### src/rtl/datapath_pkg.sv
// Shared datapath types plus the branch-predictor counter and BTB entry types.
// Counter helpers work on a wide carrier so any CTR_W up to CTR_W_MAX can use them.
package datapath_pkg;

  localparam int DP_WORD_W = 32;
  typedef logic [DP_WORD_W-1:0] word_t;

  localparam int BPRED_CTR_W = 2;
  typedef logic [BPRED_CTR_W-1:0] bpred_ctr_t;
  localparam bpred_ctr_t CTR_WEAK_NT = bpred_ctr_t'((1 << (BPRED_CTR_W - 1)) - 1);

  localparam int CTR_W_MAX = 8;
  typedef logic [CTR_W_MAX-1:0] ctr_wide_t;

  typedef struct packed {
    logic  valid;
    word_t tag;
    word_t target;
  } btb_entry_t;

  function automatic ctr_wide_t sat_inc(input ctr_wide_t v, input ctr_wide_t max_v);
    return (v >= max_v) ? v : v + ctr_wide_t'(1);
  endfunction

  function automatic ctr_wide_t sat_dec(input ctr_wide_t v);
    return (v == '0) ? v : v - ctr_wide_t'(1);
  endfunction

endpackage

### src/rtl/bpred_pht.sv
// Table of saturating counters: one fetch read port, one training read port and
// one saturating-update write port. Reset loads the weakly-not-taken value.
module bpred_pht
  import datapath_pkg::*;
#(
  parameter int ENTRIES = 64,
  parameter int CTR_W   = 2,
  localparam int IDX_W  = $clog2(ENTRIES)
) (
  input  logic             clk_i,
  input  logic             rst_i,
  input  logic [IDX_W-1:0] rd_idx_i,
  output logic [CTR_W-1:0] rd_ctr_o,
  input  logic [IDX_W-1:0] trn_idx_i,
  output logic [CTR_W-1:0] trn_ctr_o,
  input  logic             upd_en_i,
  input  logic [IDX_W-1:0] upd_idx_i,
  input  logic             upd_inc_i
);

  localparam ctr_wide_t        CTR_MAX   = ctr_wide_t'((1 << CTR_W) - 1);
  localparam logic [CTR_W-1:0] RESET_VAL = CTR_W'((1 << (CTR_W - 1)) - 1);

  logic [CTR_W-1:0] ctr_q [ENTRIES];
  ctr_wide_t        upd_cur;
  logic [CTR_W-1:0] upd_d;

  assign rd_ctr_o  = ctr_q[rd_idx_i];
  assign trn_ctr_o = ctr_q[trn_idx_i];

  always_comb begin
    upd_cur = ctr_wide_t'(ctr_q[upd_idx_i]);
    upd_d   = upd_inc_i ? CTR_W'(sat_inc(upd_cur, CTR_MAX)) : CTR_W'(sat_dec(upd_cur));
  end

  always_ff @(posedge clk_i or posedge rst_i) begin
    if (rst_i) begin
      for (int i = 0; i < ENTRIES; i++) ctr_q[i] <= RESET_VAL;
    end else if (upd_en_i) begin
      ctr_q[upd_idx_i] <= upd_d;
    end
  end

endmodule

### src/rtl/tournament_bpred.sv
// Tournament predictor: bimodal + gshare PHTs picked by a per-PC chooser, gated by a
// direct-mapped BTB. Speculative GHR shifts on BTB hits and is repaired on mispredicts.
module tournament_bpred
  import datapath_pkg::*;
#(
  parameter int WORD_W      = 32,
  parameter int PHT_ENTRIES = 64,
  parameter int BTB_ENTRIES = 16,
  parameter int GHR_W       = 6,
  parameter int CTR_W       = 2
) (
  input  logic              CLK,
  input  logic              RST,
  input  logic              enable_fetch,
  input  logic [WORD_W-1:0] pc_fetch,
  output logic [WORD_W-1:0] nxt_pc,
  output logic              pred_taken_fetch,
  output logic              pred_2bit_fetch,
  output logic              pred_gshare_fetch,
  output logic              btb_hit_fetch,
  output logic [GHR_W-1:0]  ghr_fetch,
  input  logic              enable_res,
  input  logic [WORD_W-1:0] pc_res,
  input  logic [WORD_W-1:0] bt_res,
  input  logic              taken_res,
  input  logic              mispredict_res,
  input  logic [GHR_W-1:0]  ghr_res
);

  localparam int PIW   = $clog2(PHT_ENTRIES);
  localparam int BIW   = $clog2(BTB_ENTRIES);
  localparam int TAG_W = WORD_W - 2 - BIW;
  localparam logic [WORD_W-1:0] PC_STEP = WORD_W'(4);

  logic [GHR_W-1:0] ghr_q;
  btb_entry_t       btb_q [BTB_ENTRIES];

  logic [PIW-1:0]   bidx_f, gidx_f, bidx_r, gidx_r;
  logic [BIW-1:0]   btb_idx_f, btb_idx_r;
  logic [TAG_W-1:0] tag_f, tag_r;
  logic [CTR_W-1:0] bim_f, gsh_f, cho_f, bim_r, gsh_r, cho_r;
  btb_entry_t       btb_f, btb_wr_d;
  logic             cho_upd_en, cho_inc, chosen_f;

  assign bidx_f    = pc_fetch[2 +: PIW];
  assign gidx_f    = bidx_f ^ PIW'(ghr_q);
  assign bidx_r    = pc_res[2 +: PIW];
  assign gidx_r    = bidx_r ^ PIW'(ghr_res);
  assign btb_idx_f = pc_fetch[2 +: BIW];
  assign btb_idx_r = pc_res[2 +: BIW];
  assign tag_f     = pc_fetch[WORD_W-1 -: TAG_W];
  assign tag_r     = pc_res[WORD_W-1 -: TAG_W];

  bpred_pht #(.ENTRIES(PHT_ENTRIES), .CTR_W(CTR_W)) u_bim (
    .clk_i(CLK), .rst_i(RST),
    .rd_idx_i(bidx_f), .rd_ctr_o(bim_f),
    .trn_idx_i(bidx_r), .trn_ctr_o(bim_r),
    .upd_en_i(enable_res), .upd_idx_i(bidx_r), .upd_inc_i(taken_res)
  );

  bpred_pht #(.ENTRIES(PHT_ENTRIES), .CTR_W(CTR_W)) u_gsh (
    .clk_i(CLK), .rst_i(RST),
    .rd_idx_i(gidx_f), .rd_ctr_o(gsh_f),
    .trn_idx_i(gidx_r), .trn_ctr_o(gsh_r),
    .upd_en_i(enable_res), .upd_idx_i(gidx_r), .upd_inc_i(taken_res)
  );

  // Chooser only learns when the components disagree, judged on pre-update counters.
  assign cho_upd_en = enable_res && (bim_r[CTR_W-1] != gsh_r[CTR_W-1]);
  assign cho_inc    = (gsh_r[CTR_W-1] == taken_res);

  bpred_pht #(.ENTRIES(PHT_ENTRIES), .CTR_W(CTR_W)) u_cho (
    .clk_i(CLK), .rst_i(RST),
    .rd_idx_i(bidx_f), .rd_ctr_o(cho_f),
    .trn_idx_i(bidx_r), .trn_ctr_o(cho_r),
    .upd_en_i(cho_upd_en), .upd_idx_i(bidx_r), .upd_inc_i(cho_inc)
  );

  assign btb_f             = btb_q[btb_idx_f];
  assign btb_hit_fetch     = btb_f.valid && (btb_f.tag == word_t'(tag_f));
  assign pred_2bit_fetch   = bim_f[CTR_W-1];
  assign pred_gshare_fetch = gsh_f[CTR_W-1];
  assign chosen_f          = cho_f[CTR_W-1] ? pred_gshare_fetch : pred_2bit_fetch;
  assign pred_taken_fetch  = chosen_f && btb_hit_fetch;
  assign nxt_pc            = pred_taken_fetch ? WORD_W'(btb_f.target) : pc_fetch + PC_STEP;
  assign ghr_fetch         = ghr_q;

  // Repair wins over the speculative shift from a same-cycle fetch.
  always_ff @(posedge CLK or posedge RST) begin
    if (RST) begin
      ghr_q <= '0;
    end else if (enable_res && mispredict_res) begin
      ghr_q <= {ghr_res[GHR_W-2:0], taken_res};
    end else if (enable_fetch && btb_hit_fetch) begin
      ghr_q <= {ghr_q[GHR_W-2:0], pred_taken_fetch};
    end
  end

  always_comb begin
    btb_wr_d        = '0;
    btb_wr_d.valid  = 1'b1;
    btb_wr_d.tag    = word_t'(tag_r);
    btb_wr_d.target = word_t'(bt_res);
  end

  always_ff @(posedge CLK or posedge RST) begin
    if (RST) begin
      for (int i = 0; i < BTB_ENTRIES; i++) btb_q[i] <= '0;
    end else if (enable_res && taken_res) begin
      btb_q[btb_idx_r] <= btb_wr_d;
    end
  end

  logic unused_ok;
  assign unused_ok = ^{pc_fetch[1:0], pc_res[1:0], bim_f, gsh_f, cho_f, bim_r, gsh_r, cho_r};

endmodule
### config.mk
export PLATFORM = sky130hd
export DESIGN_NAME = tournament_bpred
export DESIGN_NICKNAME = d
export VERILOG_FILES = /design/src/rtl/datapath_pkg.sv /design/src/rtl/bpred_pht.sv /design/src/rtl/tournament_bpred.sv
export SDC_FILE = /design/constraint.sdc
export NUM_CORES = 2
export LEC_CHECK = 0
export BUFFER_PORTS_ARGS = -buffer_cell sky130_fd_sc_hd__buf_2
export CAP_MARGIN = 20
export CORE_ASPECT_RATIO = 0.8
export CORE_MARGIN = 2
export CORE_UTILIZATION = 50
export DETAILED_ROUTE_END_ITERATION = 12
export HOLD_SLACK_MARGIN = 0.05
export MAX_ROUTING_LAYER = met4
export PLACE_DENSITY = 0.72
export SLEW_MARGIN = 10
export SYNTH_ARGS = -nofsm -noshare
export SYNTH_HDL_FRONTEND = slang
export SYNTH_SLANG_ARGS = --single-unit
### constraint.sdc
create_clock -name CLK -period 35.6 [get_ports CLK]
set_input_delay 1.78 -clock CLK [delete_from_list [all_inputs] [get_ports CLK]]
set_output_delay 1.78 -clock CLK [all_outputs]
set_load 0.1 [all_outputs]
==> qor.csv <==
metric,value,unit
crit end category,primary output,
clock root cell,clkbuf_16,
worst-path maximum fanout,62,
"Min Clock Period, post-route",9.21,ns
r2r startpoint,u_gsh.ctr_q[31],
Worst R2R Setup Slack,29.79,ns
GRT overflow,0,
Port Buffers,147,
core area,138000,um^2
ranking of synthesized cells by area,"dfrtp_1 (41%), mux2_2 (15%), mux4_2 (13%)",
type of the most critical hold path,reg -> reg,
worst rel slew slack,10.2,%
status,"complete, no violations",
Slew @ Worst Pin,1.34,ns
post-route worst setup slack,26.39,ns
Logic pwr share,20.8,%
WP buf/inv,4,
Mean Syn Cell Area,12.4,um^2
Lkg Pwr,31.2,nW
clock network power share,34.3,%
CTS tree,done,
Main synth FF type,dfrtp_1,
most common cell in the netlist,dfrtp_1,
R2R cell count,12,
drt first pass iters,6,
1st-iter DRT viols,6647,
"Hold Vio Cnt, Final",0,
Sw Share,29.7,%
"Req. time, crit path",33.82,ns
number of global-route vias before repair,50500,
ys async rst share,100,%
crit path max-delay cell type,buf_4,
Final Max Tran Viols,0,
data arrival time of the worst path,7.43,ns
skew final,0.0447,ns
sw power,0.00131,W
CTS Hold Bufs,0,
number of cells produced by synthesis,5645,
post-synth top area cell,dfrtp_1,
"EDFF count, synth",0,
WS Path Type,in -> out,
Die X,422,um
Final period util,25.9,%
first-pass GRT wire length,316000,um
Hold Crit Depth,2,
area delta synth->final,9.30,%
final cell count without fillers,7462,
Max-cap violations,0,
nature of the critical path startpoint,primary input,
Max VDD drop,0.0000320,V
Final setup viols,0,
CTS Sinks,1334,
Cell Count Post-Placement,7195,
vias per cell,6.77,
power per cell area,57.7,nW/um^2
Seq pwr share,44.9,%
starting density of the core,50.4,%
#FFs+latches synth,1334,
hpwl dp,118000,um
yosys warns,0,
I/O pins,150,
Final TNS setup,0,ns
Crit path max-delay family,buffers and inverters,
Post-synth top cells,"dfrtp_1 (1142), mux2_2 (960), nand2_1 (607)",
"wirelength, routed",205000,um
GPL Wtd Cong,0.925,
RSZ-0062 raised after global routing,no,
post-synthesis net count,5754,
post-synthesis sequential area ratio,48.2,%
WHS Endpoint,u_bim.ctr_q[64],
worst slack at placement,26.48,ns
post-CTS resize count,0,
area share of the largest cell type after synthesis,40.9,%
DRC viols,0,
All-Layer GR Usage,29.3,%
Fmax,0.109,GHz
layout cells sized above 1,37.1,%
CTS HTree Levels,4,
via count,50500,
worst hold margin,0.461,ns
largest net degree at the start of global routing,222,
antenna violations before repair,18,
Hold Crit Start,u_bim.ctr_q[64],
DRT antenna net count,0,
worst stage delay on the critical path,0.74,ns
clk_lat worst skew,0.80,ns
DR WL/cell,27.4,um
Pwr Total,0.00440,W
num rows,122,
Clock transition at path regs,0.05,ns
Die H,338,um
Reg-to-Reg End,u_cho.ctr_q[7],
DIE AREA,143000,um^2
fin nets,5590,
"Setup Fix Bufs, Post-CTS",0,
Netlist Area Pre-Place,69800,um^2
CP Cell Sequence,"buf_8, buf_4, buf_4, mux4_2, nor2b_1, a211oi_1, a21oi_1, mux2i_1, a21oi_1, mux2_2, nand4_4, mux2_2, buf_2",
"Distinct cells, synth",73,
total CTS buffers,140,
Max clock buf depth,3,
Int Power,0.00310,W
## power groups by stage
stage                     logic (W)  clock network, W  registers (W)
after floorplan            0.000675                 0        0.00197
after global placement     0.000868                 0        0.00197
after detailed placement   0.000898                 0        0.00200
after CTS                  0.000901           0.00153        0.00197
after global routing       0.000975           0.00159        0.00201
final                      0.000915           0.00151        0.00198
## area by class of cell
type                    instances  area (um^2)
diodes                         13         32.5
clock buffers                 208         4150
clock inverters                42          558
fillers                     11000        62100
inverters                      31          120
multi-input cells            3724        33800
flip-flops and latches       1334        33600
well taps                    1860         2330
repair buffers                250         1710
## stage by stage
stage,area [um^2],util [%]
6_report,76300,55.1
5_1_grt,76300,55.1
4_1_cts,76200,55.0
3_5_place_dp,71500,51.6
3_3_place_gp,71500,51.6
2_1_floorplan,69800,-
## cell usage in the layout, fill, tap and decap left out, types with 48 or more instances in the layout
master	instances
xnor2_1	59
nand2_1	603
clkbuf_16	144
buf_4	96
o21ai_1	130
mux2_2	960
o21ai_0	209
nor2_1	120
mux2i_1	99
nor3_1	72
dfstp_2	192
a41oi_1	262
buf_2	140
nand4_1	145
mux4_2	389
nand3_1	87
a21oi_1	48
nor4_1	276
dfrtp_1	1142
## how the worst max path moves through the flow
stage	slack [ns]	endpoint	cells after the start	startpoint
finish	26.39	nxt_pc[5]	13	pc_fetch[3]
global route	26.25	nxt_pc[2]	14	pc_fetch[3]
CTS	26.46	nxt_pc[26]	13	pc_fetch[3]
detailed placement	26.48	nxt_pc[19]	13	pc_fetch[3]
global placement	26.48	nxt_pc[2]	13	pc_fetch[3]
floorplan	15.53	btb_q[0]	1	RST
## per-layer routing
| layer | wire (um) | share of wire, % | global-route usage, % |
|---|---|---|---|
| met5 | 0 | 0 | - |
| met4 | 7260 | 3.6 | 11.1 |
| met3 | 21400 | 10 | 7.30 |
| met2 | 91300 | 45 | 41.9 |
| met1 | 84600 | 41 | 40.5 |
## logic make-up after synthesis
group / count (synthesis) / share of synthesized area [%]
xor gates and xnor gates: 89 / 1.17
AOI/OAI and AO/OA: 762 / 7.38
buffers and inverters: 587 / 3.76
muxes: 1465 / 29.8
DFF: 1334 / 48.2
adders and majority gates: 5 / 0.0806
and+or+nand+nor: 1403 / 9.67
## tightest hold or removal path: stages (launching register included)
cell	delay (ns)
dfstp_2	0.36
nand2_1	0.04
o21ai_1	0.05
## registers in the layout, indices dropped and copies added, names as in the netlist
name / count
u_gsh.ctr_q: 128
btb_q: 944
u_cho.ctr_q: 128
ghr_fetch: 6
u_bim.ctr_q: 128
Note: power is estimated with default switching activity, not from simulation.
